<file path="src/rtl/ram_dumper_pkg.sv">
// rtl/ram_dumper_pkg.sv - shared state encoding and frame constants for ram_dumper
package ram_dumper_pkg;

  // Command frame walk, then the read/send loop, then the trailing checksum byte
  typedef enum logic [3:0] {
    S_IDLE     = 4'd0,
    S_GET_AH   = 4'd1,
    S_GET_AL   = 4'd2,
    S_GET_LH   = 4'd3,
    S_GET_LL   = 4'd4,
    S_RD_ADDR  = 4'd5,
    S_RD_WAIT  = 4'd6,
    S_SEND     = 4'd7,
    S_WAIT_TX  = 4'd8,
    S_SEND_SUM = 4'd9,
    S_WAIT_SUM = 4'd10
  } state_t;

  localparam logic [7:0] CMD_BYTE_DEF = 8'h44;
  localparam int         HDR_BYTES    = 5;

endpackage

</file>
<file path="src/rtl/ram_dumper.sv">
// rtl/ram_dumper.sv - UART-driven RAM readback engine with trailing additive checksum
module ram_dumper
  import ram_dumper_pkg::*;
#(
  parameter int         ADDR_W   = 16,
  parameter logic [7:0] CMD_BYTE = CMD_BYTE_DEF,
  parameter int         TIMEOUT  = 5000000
) (
  input  logic              clk,
  input  logic              rst,
  input  logic [7:0]        rx_data,
  input  logic              rx_done,
  output logic [7:0]        tx_data,
  output logic              transmit,
  input  logic              tx_done,
  output logic [ADDR_W-1:0] ram_addr,
  input  logic [7:0]        ram_data,
  output logic              ram_sel,
  output logic              busy
);

  localparam int TO_W = (TIMEOUT > 0) ? $clog2(TIMEOUT + 1) : 1;

  state_t            r_state;
  state_t            w_next;
  logic [7:0]        r_hi;
  logic [7:0]        r_tx_data;
  logic [7:0]        r_sum;
  logic [ADDR_W-1:0] r_addr;
  logic [15:0]       r_len;
  logic [TO_W-1:0]   r_to_cnt;
  logic              w_in_hdr;
  logic              w_timeout;
  logic [15:0]       w_len_rx;

  // High header byte was parked in r_hi; the low byte is still on rx_data
  assign w_len_rx  = {r_hi, rx_data};
  assign w_in_hdr  = (r_state == S_GET_AH) || (r_state == S_GET_AL) ||
                     (r_state == S_GET_LH) || (r_state == S_GET_LL);
  assign w_timeout = (TIMEOUT != 0) && (r_to_cnt == TO_W'(TIMEOUT));
  assign tx_data   = r_tx_data;
  assign ram_addr  = r_addr;

  // State register
  always_ff @(posedge clk or negedge rst) begin
    if (!rst) r_state <= S_IDLE;
    else      r_state <= w_next;
  end

  // Next-state logic; a header byte wins over a timeout landing in the same cycle
  always_comb begin
    w_next = r_state;
    case (r_state)
      S_IDLE:     if (rx_done && (rx_data == CMD_BYTE)) w_next = S_GET_AH;
      S_GET_AH:   if (rx_done) w_next = S_GET_AL; else if (w_timeout) w_next = S_IDLE;
      S_GET_AL:   if (rx_done) w_next = S_GET_LH; else if (w_timeout) w_next = S_IDLE;
      S_GET_LH:   if (rx_done) w_next = S_GET_LL; else if (w_timeout) w_next = S_IDLE;
      S_GET_LL: begin
        if (rx_done)        w_next = (w_len_rx == 16'd0) ? S_SEND_SUM : S_RD_ADDR;
        else if (w_timeout) w_next = S_IDLE;
      end
      S_RD_ADDR:  w_next = S_RD_WAIT;
      S_RD_WAIT:  w_next = S_SEND;
      S_SEND:     w_next = S_WAIT_TX;
      S_WAIT_TX:  if (tx_done) w_next = (r_len == 16'd0) ? S_SEND_SUM : S_RD_ADDR;
      S_SEND_SUM: w_next = S_WAIT_SUM;
      S_WAIT_SUM: if (tx_done) w_next = S_IDLE;
      default:    w_next = S_IDLE;
    endcase
  end

  // Moore outputs decoded from the current state
  always_comb begin
    transmit = (r_state == S_SEND) || (r_state == S_SEND_SUM);
    ram_sel  = (r_state == S_RD_ADDR) || (r_state == S_RD_WAIT) ||
               (r_state == S_SEND) || (r_state == S_WAIT_TX);
    busy     = (r_state != S_IDLE);
  end

  // Datapath: header capture, and byte/checksum/address/length update as SEND is entered
  // so tx_data is already valid during the transmit pulse
  always_ff @(posedge clk or negedge rst) begin
    if (!rst) begin
      r_hi      <= 8'h00;
      r_tx_data <= 8'h00;
      r_sum     <= 8'h00;
      r_addr    <= '0;
      r_len     <= 16'd0;
    end else begin
      case (r_state)
        S_GET_AH: if (rx_done) r_hi <= rx_data;
        S_GET_AL: if (rx_done) r_addr <= ADDR_W'({r_hi, rx_data});
        S_GET_LH: if (rx_done) r_hi <= rx_data;
        S_GET_LL: begin
          if (rx_done) begin
            r_len <= w_len_rx;
            r_sum <= 8'h00;
            if (w_len_rx == 16'd0) r_tx_data <= 8'h00;
          end
        end
        S_RD_WAIT: begin
          r_tx_data <= ram_data;
          r_sum     <= r_sum + ram_data;
          r_addr    <= r_addr + ADDR_W'(1);
          r_len     <= r_len - 16'd1;
        end
        S_WAIT_TX: if (tx_done && (r_len == 16'd0)) r_tx_data <= r_sum;
        default: ;
      endcase
    end
  end

  // Inter-byte timeout: counts idle cycles while collecting the header
  always_ff @(posedge clk or negedge rst) begin
    if (!rst)                                   r_to_cnt <= '0;
    else if (w_in_hdr && !rx_done && !w_timeout) r_to_cnt <= r_to_cnt + TO_W'(1);
    else                                        r_to_cnt <= '0;
  end

endmodule

</file>
<file path="config.mk">
export PLATFORM = sky130hd
export DESIGN_NAME = ram_dumper
export DESIGN_NICKNAME = d
export VERILOG_FILES = /design/src/rtl/ram_dumper_pkg.sv /design/src/rtl/ram_dumper.sv
export SDC_FILE = /design/constraint.sdc
export NUM_CORES = 1
export LEC_CHECK = 0
export BUFFER_PORTS_ARGS = -buffer_cell sky130_fd_sc_hd__buf_2
export CAP_MARGIN = 20
export CELL_PAD_IN_SITES_DETAIL_PLACEMENT = 0
export CELL_PAD_IN_SITES_GLOBAL_PLACEMENT = 1
export CORE_ASPECT_RATIO = 1.1
export CORE_MARGIN = 1
export CORE_UTILIZATION = 25
export CTS_CLUSTER_DIAMETER = 80
export DETAILED_ROUTE_END_ITERATION = 6
export PLACE_DENSITY = 0.59
export SYNTH_ARGS = -nofsm -noshare
export SYNTH_HDL_FRONTEND = slang
export SYNTH_SLANG_ARGS = --single-unit
</file>
<file path="constraint.sdc">
create_clock -name clk -period 4.2 [get_ports clk]
set_clock_uncertainty 0.1 [all_clocks]
set_input_delay 0.42 -clock clk [delete_from_list [all_inputs] [get_ports clk]]
set_output_delay 0.42 -clock clk [all_outputs]
set_load 0.01 [all_outputs]
</file>
=== Yosys cells after proc, flatten, opt, wreduce, memory -nomap -nowiden ===
Index checks and enable logic that the tools add are counted.

* $add $sub $neg: 4
* Divide/modulo/power cells: 0
* Muxes and demuxes: 21
* Bitwise logic cells: 0
* Shift-type cells: 0
* Multipliers: 0
* Reductions and logical operators: 26
* Equal/unequal tests: 19
* Magnitude comparators: 0

{| class="wikitable"
|+ Operators with widths
! operator !! count
|-
| 16-bit case mux with 2 select lines || 2
|-
| 4-bit case mux with 11 select lines || 1
|-
| 4-bit 2-to-1 mux || 10
|-
| 16-bit logical NOT || 2
|-
| 8-bit 2-to-1 mux || 4
|-
| 8-bit case mux with 3 select lines || 1
|-
| 23-bit by 1-bit adder with 23-bit output (second input constant) || 1
|-
| 23-bit equality test (second input constant) || 1
|-
| 23-bit 2-to-1 mux || 1
|-
| 16-bit by 1-bit adder with 16-bit output (second input constant) || 1
|-
| 4-bit by 3-bit equality test with 1-bit output (second input constant) || 4
|-
| 16-bit 2-to-1 mux || 1
|-
| 8-bit case mux with 2 select lines || 1
|-
| 16-bit by 1-bit subtractor with 16-bit output (second input constant) || 1
|-
| 4-bit equality test (second input constant) || 3
|-
| 2-bit != test (second input constant) || 5
|-
| 8-bit adder || 1
|-
| 4-bit by 2-bit equality test with 1-bit output (second input constant) || 2
|-
| 8-bit by 7-bit equality test with 1-bit output (second input constant) || 1
|-
| 1-bit logical OR || 7
|-
| 2-bit AND reduction || 3
|-
| 4-bit by 1-bit equality test with 1-bit output (second input constant) || 1
|-
| 1-bit logical AND || 4
|-
| 4-bit logical NOT || 1
|-
| other kinds (8) || 11
|}

* Register bits: 83
* Bits in latches: 0
* Input port bits: 20
* Memories kept: 0
* Memory bits (read-only): 0
* Output and inout bits: 27
* Logic and storage cells: 77
* Memory bits (writable): 0

=== Logic depth before layout (Yosys ltp) ===
Gate-level depths: netlist of the first run.

* Depth in word-level cells: 7
* Depth in mapped cells: 8
* Depth with buffers taken out: 8

=== Least setup slack after synthesis of the first run ===
No wires, ideal clock.

* Path kind: input to register
* Start: input rx_data[6]
* End: register r_tx_data[5], in the netlist tx_data[5]
* Stages on the path: 6
* Data required time: 4.027 ns
* Path buffers: 1
* Slack: 2.017 ns
* Data arrival time: 2.010 ns
* Library setup time: 0.073 ns
* Cells stage by stage: or4_4 -> or4_4 -> a22oi_4 -> buf_6 -> nor2_1 -> a21oi_2

* Cells in the longest elaborated chain, start to end: 3

{| class="wikitable"
|+ RTL lines
! element !! RTL line !! source
|-
| start, declared || ram_dumper.sv:11 || <nowiki>input logic [7:0] rx_data,</nowiki>
|-
| 16-bit logical NOT || ram_dumper.sv:98 || <nowiki>if (w_len_rx == 16'd0) r_tx_data <= 8'h00;</nowiki>
|-
| 2-bit by 1-bit != test with 1-bit output (no source line) || -- ||
|-
| 4-bit AND reduction (no source line) || -- ||
|-
| end signal, assigned || ram_dumper.sv:102 || <nowiki>r_tx_data <= ram_data;</nowiki>
|-
| end signal, assigned || ram_dumper.sv:107 || <nowiki>S_WAIT_TX: if (tx_done && (r_len == 16'd0)) r_tx_data <= r_sum;</nowiki>
|-
| end, declared || ram_dumper.sv:27 || <nowiki>logic [7:0] r_tx_data;</nowiki>
|}

Every way passes these cells.
A chain may end at the register's enable or synchronous reset.

=== Worst setup path after layout of the first run ===
* Start: register r_state[2]
* End: register r_tx_data[0], in the netlist tx_data[0]

* Cells in the longest elaborated chain, start to end: 3
* Elaborated cells on any way between the ends: 9

{| class="wikitable"
|+ RTL lines
! element !! RTL line !! source
|-
| start, declared || ram_dumper.sv:24 || <nowiki>state_t r_state;</nowiki>
|-
| start signal, assigned || ram_dumper.sv:47 || <nowiki>else r_state <= w_next;</nowiki>
|-
| 4-bit equality test or 4-bit by 3-bit equality test with 1-bit output (tied branches) || ram_dumper.sv:90 || <nowiki>case (r_state)</nowiki>
|-
| 2-bit by 1-bit != test with 1-bit output (no source line) (tied with other cells) || -- ||
|-
| 4-bit AND reduction (no source line) || -- ||
|}

Several ways; a longest one is shown, not always the timed one.

==> results of run 1 <==
## area by class of cell
cell class / instances / area [um2] / area share [%]
inverter: 9 / 33.8 / 0.625
tap: 238 / 298 / 5.51
multi-input combinational: 387 / 2400 / 44.5
sequential: 83 / 2080 / 38.4
clock buffer: 9 / 225 / 4.17
timing repair buffer: 50 / 263 / 4.86
clock inverter: 5 / 104 / 1.92
## synthesized netlist by cell type, drive strengths merged, types with 11 or more instances
cell and instances:
nand4 11, and3 16, clkbuf 19, nand2 44
o21ai 22, a21oi 36, ha 12, nor3 12
dfrtp 83, a211oi 11, xor2 16, nor2 76
nand3 31
## cells by family after synthesis
group | after synthesis
and+or+nand+nor | 224
AOI/OAI and AO/OA | 117
adders and majority gates | 13
muxes | 9
buffers and inverters | 31
xor gates and xnor gates | 24
DFF | 83
## metrics by stage
| step | utilization (%) | area, um2 | setup slack, ns | power [mW] | hold slack (ns) |
|---|---|---|---|---|---|
| 3_5_place_dp | 28.4 | 5070 | 1.52 | 2.66 | 0.383 |
| 2_1_floorplan | - | 4590 | 2.02 | 2.22 | 0.0244 |
| 5_1_grt | 30.2 | 5400 | 1.28 | 3.83 | 0.110 |
| 6_report | 30.2 | 5400 | 1.54 | 3.53 | 0.0561 |
| 4_1_cts | 30.2 | 5400 | 1.51 | 3.59 | 0.0838 |
| 3_3_place_gp | 28.4 | 5070 | 1.59 | 2.63 | 0.378 |
## where the power goes
part	total, mW	internal (mW)	switching [mW]
Sequential	1.43	1.09	0.348
Combinational	1.20	0.517	0.684
Clock	0.897	0.574	0.322
Total	3.53	2.18	1.35
## layout by cell type (no fill, tap or decap), types with 6 or more instances in the layout
| cell type | netlist | layout |
|---|---|---|
| a22oi_1 | 8 | 8 |
| nand4_1 | 11 | 11 |
| and3_1 | 16 | 16 |
| mux2_2 | 9 | 9 |
| nor2_1 | 75 | 75 |
| xor2_1 | 16 | 16 |
| ha_1 | 12 | 12 |
| a21oi_1 | 34 | 34 |
| dfrtp_1 | 83 | 83 |
| nand3_1 | 30 | 30 |
| a311oi_1 | 9 | 9 |
| o21ai_0 | 22 | 22 |
| or3_1 | 6 | 6 |
| nor4_1 | 6 | 6 |
| nor3_1 | 10 | 10 |
| xnor2_1 | 8 | 8 |
| a211oi_1 | 11 | 11 |
| inv_1 | 9 | 9 |
| clkbuf_16 | 0 | 9 |
| buf_2 | 2 | 45 |
| nand2_1 | 44 | 44 |
## critical path, stage by stage (launching register included)
cell and delay (ns):
dfrtp_1 0.55, nor2b_1 0.37, nand3_2 0.10, buf_4 0.24
or4_4 0.58, a22oi_4 0.43, nor2_1 0.08, a21oi_1 0.13
## how the worst min path moves through the flow
stage	startpoint	end	slack, ns
after floorplan	rst	r_hi[0]	0.02
after global placement	r_to_cnt[0]	r_to_cnt[0]	0.38
after detailed placement	r_to_cnt[0]	r_to_cnt[0]	0.38
after CTS	rst	ram_addr[11]	0.08
after global routing	rst	r_to_cnt[11]	0.11
final	rst	r_to_cnt[11]	0.06
## routing by layer
layer | GRT usage, % | part of all wire, % | vias up
met5 | 0 | 0 | -
met4 | 5.88 | 1.8 | 0
met3 | 3.43 | 3.7 | 14
met2 | 23.0 | 49 | 72
met1 | 17.6 | 46 | 1912
li1 | - | - | 1910
## state kept, by name (all words and copies together) (netlist names)
signal	cells
r_hi	8
r_len	16
r_state	4
r_sum	8
r_to_cnt	23
ram_addr	16
tx_data	8
==> impl_metrics.tcl, run 1 <==
set metrics [dict create \
    route.detailed.drc 0 \
    ys.flop_type "dfrtp_1" \
    drive_above_1_share_pct 16.4 \
    fp.dieW_um 131 \
    ys_warn_count 0 \
    start_util_pct 25.7 \
    dp.cells 767 \
    antenna_found_initial 0 \
    clk_latency_ns 0.34 \
    tightest_slew_ns 0.764 \
    start_kind "register" \
    ys_seq_area_share_pct 45.2 \
    syn_to_final_growth_pct 17.7 \
    overflow 0 \
    r2r_setup_slack_ns 1.54 \
    synthesis.nets 534 \
    rsz0062_at_grt "no" \
    boundaryPins 47 \
    synthAdderAreaFrac_pct 3.71 \
    synth_mux_area_share_pct 2.21 \
    power.leakage_nw 2.20 \
    avgSynthCellArea_um2 9.17 \
    max-cap-violations 0 \
    via_per_inst 5.00 \
    final-hold-violation-count 0 \
    synth.distinct_cells 58 \
    worst_setup_path_end_kind "register" \
    grt_pass1_vias 3918 \
    clk_pin_slew_worst_paths_ns 0.06 \
    slew_headroom_pct 48.6 \
    synth_edf_count 0 \
    post_cts_buffers 0 \
    cts.sinks 83 \
    routed_wl_um 12400 \
    dieHeight_um 144 \
    htree_levels 3 \
    synth_top_family_by_area "simple AND/OR/NAND/NOR gates" \
    cts_inserted_buffers 9 \
    ctsLongestPathBuffers 2 \
    setup_viol 0 \
    crit_end "tx_data[0]" \
    worstPathMaxFanout 26 \
    grt_max_degree 56 \
    hp-class "in -> async" \
    timing.rr.end "tx_data[0]" \
    final_cells 781 \
    cts-root-buf "clkbuf_16" \
    ys_ff_latch 83 \
    max_clock_freq_mhz 376 \
    gp_congestion 0.785 \
    antenna_cells 0 \
    grt_pass1_wl_um 20700 \
    reg2reg_depth 7 \
    netlist_instances 501 \
    drv_slew 0 \
    fin_crit_ns 2.66 \
    synth_compound_area_share_pct 17.2 \
    final_nets 573 \
    drt-wirelength-per-cell_um 15.8 \
    synth_simple_gate_area_share_pct 24.3 \
    cts_tree "built" \
    setup_tns_ns 0 \
    grt_use_total_pct 14.0 \
    path_class "reg -> reg" \
    cp-startpoint "r_state[2]" \
    powerDensity_nw_per_um2 653 \
    num_vias 3908 \
    rows 51 \
    ctsHoldBuffers 0 \
    synth_xor_area_share_pct 4.58 \
    crit_arrival_ns 2.82 \
    drt-initial-drc-count 278 \
    status "finished clean" \
    post_cts_resized 0 \
    ant_nets 0 \
    timing.rr.start "r_state[2]" \
    yosysTopAreaCellShare_pct 45.2 \
    synth_area_um2 4590 \
    fp.coreArea_um2 17900 \
    async_flop_share_pct 100 \
    nFillCells 1969 \
    period_share_pct 63.3 \
    dpl.hpwl_um 8740 \
    yosys.area.top_type "dfrtp_1" \
    die_area_um2 18900 \
    dr.pass1.iters 5 \
    worstPathRequired_ns 4.36 \
    peakVddDrop_v 0.000231 \
    port_buffers 46 \
    synthTopCellsByArea "dfrtp_1 (45%), nor2_1 (6.1%), a21oi_1 (3.7%), nand2_1 (3.6%), ha_1 (3.3%)" \
]
(Power assumes the default switching activity.)
==> run 2: changes to the inputs <==
- PLACE_DENSITY: 0.59 -> 0.61
- clock period: 4.2 -> 2.26 ns (I/O delays scaled with it)
==> impl_metrics.tcl, run 2 (synthesis results as in run 1) <==
set metrics [dict create \
    path_class "reg -> reg" \
    timing.rr.start "r_hi[0]" \
    max_clock_freq_mhz 461 \
    fp.coreArea_um2 17900 \
    powerDensity_nw_per_um2 1180 \
    largest_reg_flops 23 \
    wl_met1_um 5830 \
    cts_tree "built" \
    tightest_slew_ns 0.582 \
    rows 51 \
    die_area_um2 18900 \
    gp_congestion 0.828 \
    worstPathMaxFanout 16 \
    clk_latency_ns 0.35 \
    port_buffers 46 \
    worst_setup_path_end_kind "register" \
    rsz0062_at_grt "no" \
    route.detailed.drc 0 \
    power.leakage_nw 2.35 \
    slew_headroom_pct 61.2 \
    r2r_setup_slack_ns 0.09 \
    start_util_pct 25.7 \
    final_common_cell "dfrtp_1" \
    dp.cells 794 \
    routed_wl_um 12400 \
    placedInstanceArea_um2 5340 \
    setup_ws_ns 0.0931 \
    antenna_cells 0 \
    period_share_pct 95.9 \
    clk_pin_slew_worst_paths_ns 0.07 \
    status "finished clean" \
    hold_slack_ns 0.0402 \
    hold_end "r_state[3]" \
    max-cap-violations 0 \
    stdcell_area_um2 5680 \
    cts.sinks 83 \
    dr.pass1.iters 5 \
    wl_met3_um 388 \
    via_per_inst 4.99 \
    fp.dieW_um 131 \
    overflow 0 \
    cts_inserted_buffers 9 \
    min_from "tx_done" \
    top_layer_used "met4" \
    drive_above_1_share_pct 21.3 \
    grt_pass1_wl_um 20400 \
    whs_path_depth 2 \
    dpl.hpwl_um 9040 \
    boundaryPins 47 \
    dieHeight_um 144 \
    ctsLongestPathBuffers 2 \
    final_cells 811 \
    start_kind "register" \
    fin_crit_ns 2.17 \
    top_register "r_to_cnt" \
    htree_levels 3 \
    peakVddDrop_v 0.000439 \
    drv_slew 0 \
    ant_nets 0 \
    fin_util_pct 31.8 \
    finalPower_mw 6.68 \
    num_vias 4043 \
    setup_viol 0 \
    timing.rr.end "tx_data[2]" \
    post_cts_buffers 0 \
    mostFrequentLayoutCells "dfrtp_1 (83), nor2_1 (74), buf_2 (45)" \
    crit_arrival_ns 2.34 \
    syn_to_final_growth_pct 23.6 \
    reg2reg_depth 6 \
    worstPathRequired_ns 2.43 \
    grt_max_degree 40 \
    antenna_found_initial 0 \
    hp-class "in -> reg" \
    drt-initial-drc-count 216 \
    final-hold-violation-count 0 \
    dp_slack_ns 0.0937 \
    grt_use_total_pct 13.8 \
    final_nets 601 \
    route.met2.wl_um 5940 \
    setup_tns_ns 0 \
    grt_pass1_vias 3933 \
    drt-wirelength-per-cell_um 15.2 \
    cts-root-buf "clkbuf_16" \
]
-- run 2: changes by cell type in the layout (fill, tap and decap cells not counted), moves of 2 or more --
cell and delta:
inv_6 +2, buf_4 +22, clkinvlp_4 +3, buf_12 +5, bufinv_16 -2
-- run 2: worst max-delay path by stage --
stage | startpoint | to | slack (ns) | depth (start not counted)
finish | r_hi[0] | tx_data[2] | 0.09 | 6
detailed placement | rx_data[6] | tx_data[7] | 0.09 | 7
floorplan | r_hi[0] | tx_data[5] | 0.13 | 6
global route | r_state[3] | ram_sel | 0.004 | 6
CTS | r_hi[0] | tx_data[7] | 0.08 | 6
global placement | r_len[10] | r_state[3] | 0.10 | 7
-- run 2: critical path, stage by stage, from the launching register on --
cell and delay [ns]:
dfrtp_1 0.38, or4_4 0.53, or4_4 0.55, a22oi_4 0.22, buf_12 0.16, nor2_1 0.04, a21oi_1 0.11
-- run 2: cell type report --
cell class                 count  area, um2
sequential                    83       2080
multi-input combinational    387       2420
timing repair buffer          78        538
clock inverter                 7       81.3
clock buffer                   9        225
tap                          238        298
fill                        1882      12200
inverter                       9       33.8
-- run 2: where the power goes --
group	switching, mW	internal (mW)	total (mW)
sequential	0.558	2.02	2.58
combinational	1.42	1.17	2.58
clock	0.653	0.871	1.52
total	2.63	4.06	6.68
-- run 2: layer usage --
metal | up-vias | track usage (%)
li1 | 1970 | -
met1 | 1988 | 17.5
met2 | 72 | 22.9
met3 | 13 | 2.98
met4 | 0 | 5.51
met5 | - | 0
-- run 2: timing repair --
action                                  CTS  global route
endpoints found under the hold margin    37             0
gates resized for setup                   0             4
hold buffers                              1             0
endpoints found under the setup margin    0             3
==> run 3: changes to the inputs <==
- REMOVE_ABC_BUFFERS: default -> 1
==> impl_metrics.tcl, run 3 (synthesis results as in run 1) <==
set metrics [dict create \
    grt_use_total_pct 14.2 \
    fin_crit_ns 2.17 \
    max-cap-violations 0 \
    routed_wl_um 12500 \
    dp_slack_ns 0.115 \
    cts_tree "built" \
    final_nets 608 \
    grt_max_degree 37 \
    reg2reg_depth 6 \
    cp-startpoint "r_hi[0]" \
    grt_pass1_vias 4162 \
    slew_headroom_pct 68.0 \
    fp.coreArea_um2 17900 \
    dpl.hpwl_um 9320 \
    fin_util_pct 31.9 \
    worst_setup_path_end_kind "register" \
    die_area_um2 18900 \
    top_register "r_to_cnt" \
    max_clock_freq_mhz 461 \
    tightest_slew_ns 0.479 \
    status "finished clean" \
    path_class "reg -> reg" \
    antenna_found_initial 0 \
    hold_slack_ns 0.0553 \
    num_vias 4042 \
    drt-initial-drc-count 155 \
    start_kind "register" \
    rows 51 \
    dp.cells 801 \
    clk_pin_slew_worst_paths_ns 0.06 \
    via_per_inst 4.94 \
    htree_levels 3 \
    cts-root-buf "clkbuf_16" \
    port_buffers 46 \
    power.leakage_nw 2.38 \
    ant_nets 0 \
    final-hold-violation-count 0 \
    start_util_pct 25.7 \
    grt_pass1_wl_um 21200 \
    timing.rr.end "tx_data[4]" \
    drv_slew 0 \
    finalPower_mw 6.80 \
    worstPathRequired_ns 2.43 \
    boundaryPins 47 \
    crit_arrival_ns 2.34 \
    post_cts_buffers 0 \
    fp.dieW_um 131 \
    drt-wirelength-per-cell_um 15.3 \
    syn_to_final_growth_pct 24.1 \
    r2r_setup_slack_ns 0.09 \
    cts_inserted_buffers 9 \
    clk_latency_ns 0.35 \
    antenna_cells 0 \
    final_common_cell "dfrtp_1" \
    worstPathMaxFanout 16 \
    cts.sinks 83 \
    hp-class "in -> reg" \
    drive_above_1_share_pct 21.6 \
    nFillCells 1894 \
    route.detailed.drc 0 \
    setup_ws_ns 0.0918 \
    dr.pass1.iters 4 \
    rsz0062_at_grt "no" \
    ctsLongestPathBuffers 2 \
    dieHeight_um 144 \
    period_share_pct 95.9 \
    timing.rr.start "r_hi[0]" \
    mostFrequentLayoutCells "dfrtp_1 (83), nor2_1 (75), buf_2 (45)" \
    powerDensity_nw_per_um2 1190 \
    largest_reg_flops 23 \
    gp_congestion 0.791 \
    crit_end "tx_data[4]" \
    setup_viol 0 \
    overflow 0 \
    peakVddDrop_v 0.000501 \
    final_cells 818 \
]
==> run 3: through the flow <==
step / cell area [um2] / setup TNS [ns]
after floorplan: 4500 / -59.15
after global placement: 5360 / 0
after detailed placement: 5360 / 0
after CTS: 5690 / 0
after global routing: 5700 / 0
final: 5700 / 0
==> run 3: worst min-delay path by stage <==
stage	from	to	slack [ns]	depth (start not counted)
global route	rx_data[0]	r_hi[0]	0.05	2
finish	rx_data[0]	r_hi[0]	0.06	2
global placement	rst	r_to_cnt[15]	0.11	1
CTS	tx_done	r_state[3]	0.04	2
floorplan	rst	r_hi[0]	-0.17	0
detailed placement	rst	r_to_cnt[14]	0.11	1
==> run 3: layer usage <==
layer,part of all wire (%),up-vias,GRT usage (%)
li1,-,1987,-
met1,47,1978,17.9
met2,48,66,24.2
met3,3.1,11,3.29
met4,1.3,0,4.64
met5,0,-,0
==> run 3: timing repair <==
| item | in CTS | in global routing |
|---|---|---|
| setup endpoints to repair | 0 | 1 |
| hold endpoints to repair | 32 | 0 |
| hold buffers | 1 | 0 |
| gates resized for setup | 0 | 1 |
==> run 3: layout make-up <==
class,count,area (um2),share of cell area [%]
Multi-Input combinational cell,387,2410,42.3
Sequential cell,83,2080,36.4
Timing Repair Buffer,85,553,9.70
Tap cell,238,298,5.22
Clock buffer,12,256,4.50
Clock inverter,4,72.6,1.27
Inverter,9,33.8,0.593
==> run 3: report_power, final <==
part | internal [mW] | switching, mW
clock | 1.03 | 0.611
sequential | 2.02 | 0.549
combinational | 1.18 | 1.42
==> run 3: critical path, cell delays in order (launching register included) <==
cell	delay (ns)
dfrtp_1	0.38
or4_4	0.52
or4_4	0.55
a22oi_4	0.21
buf_12	0.17
nor2_1	0.05
a21oi_1	0.11
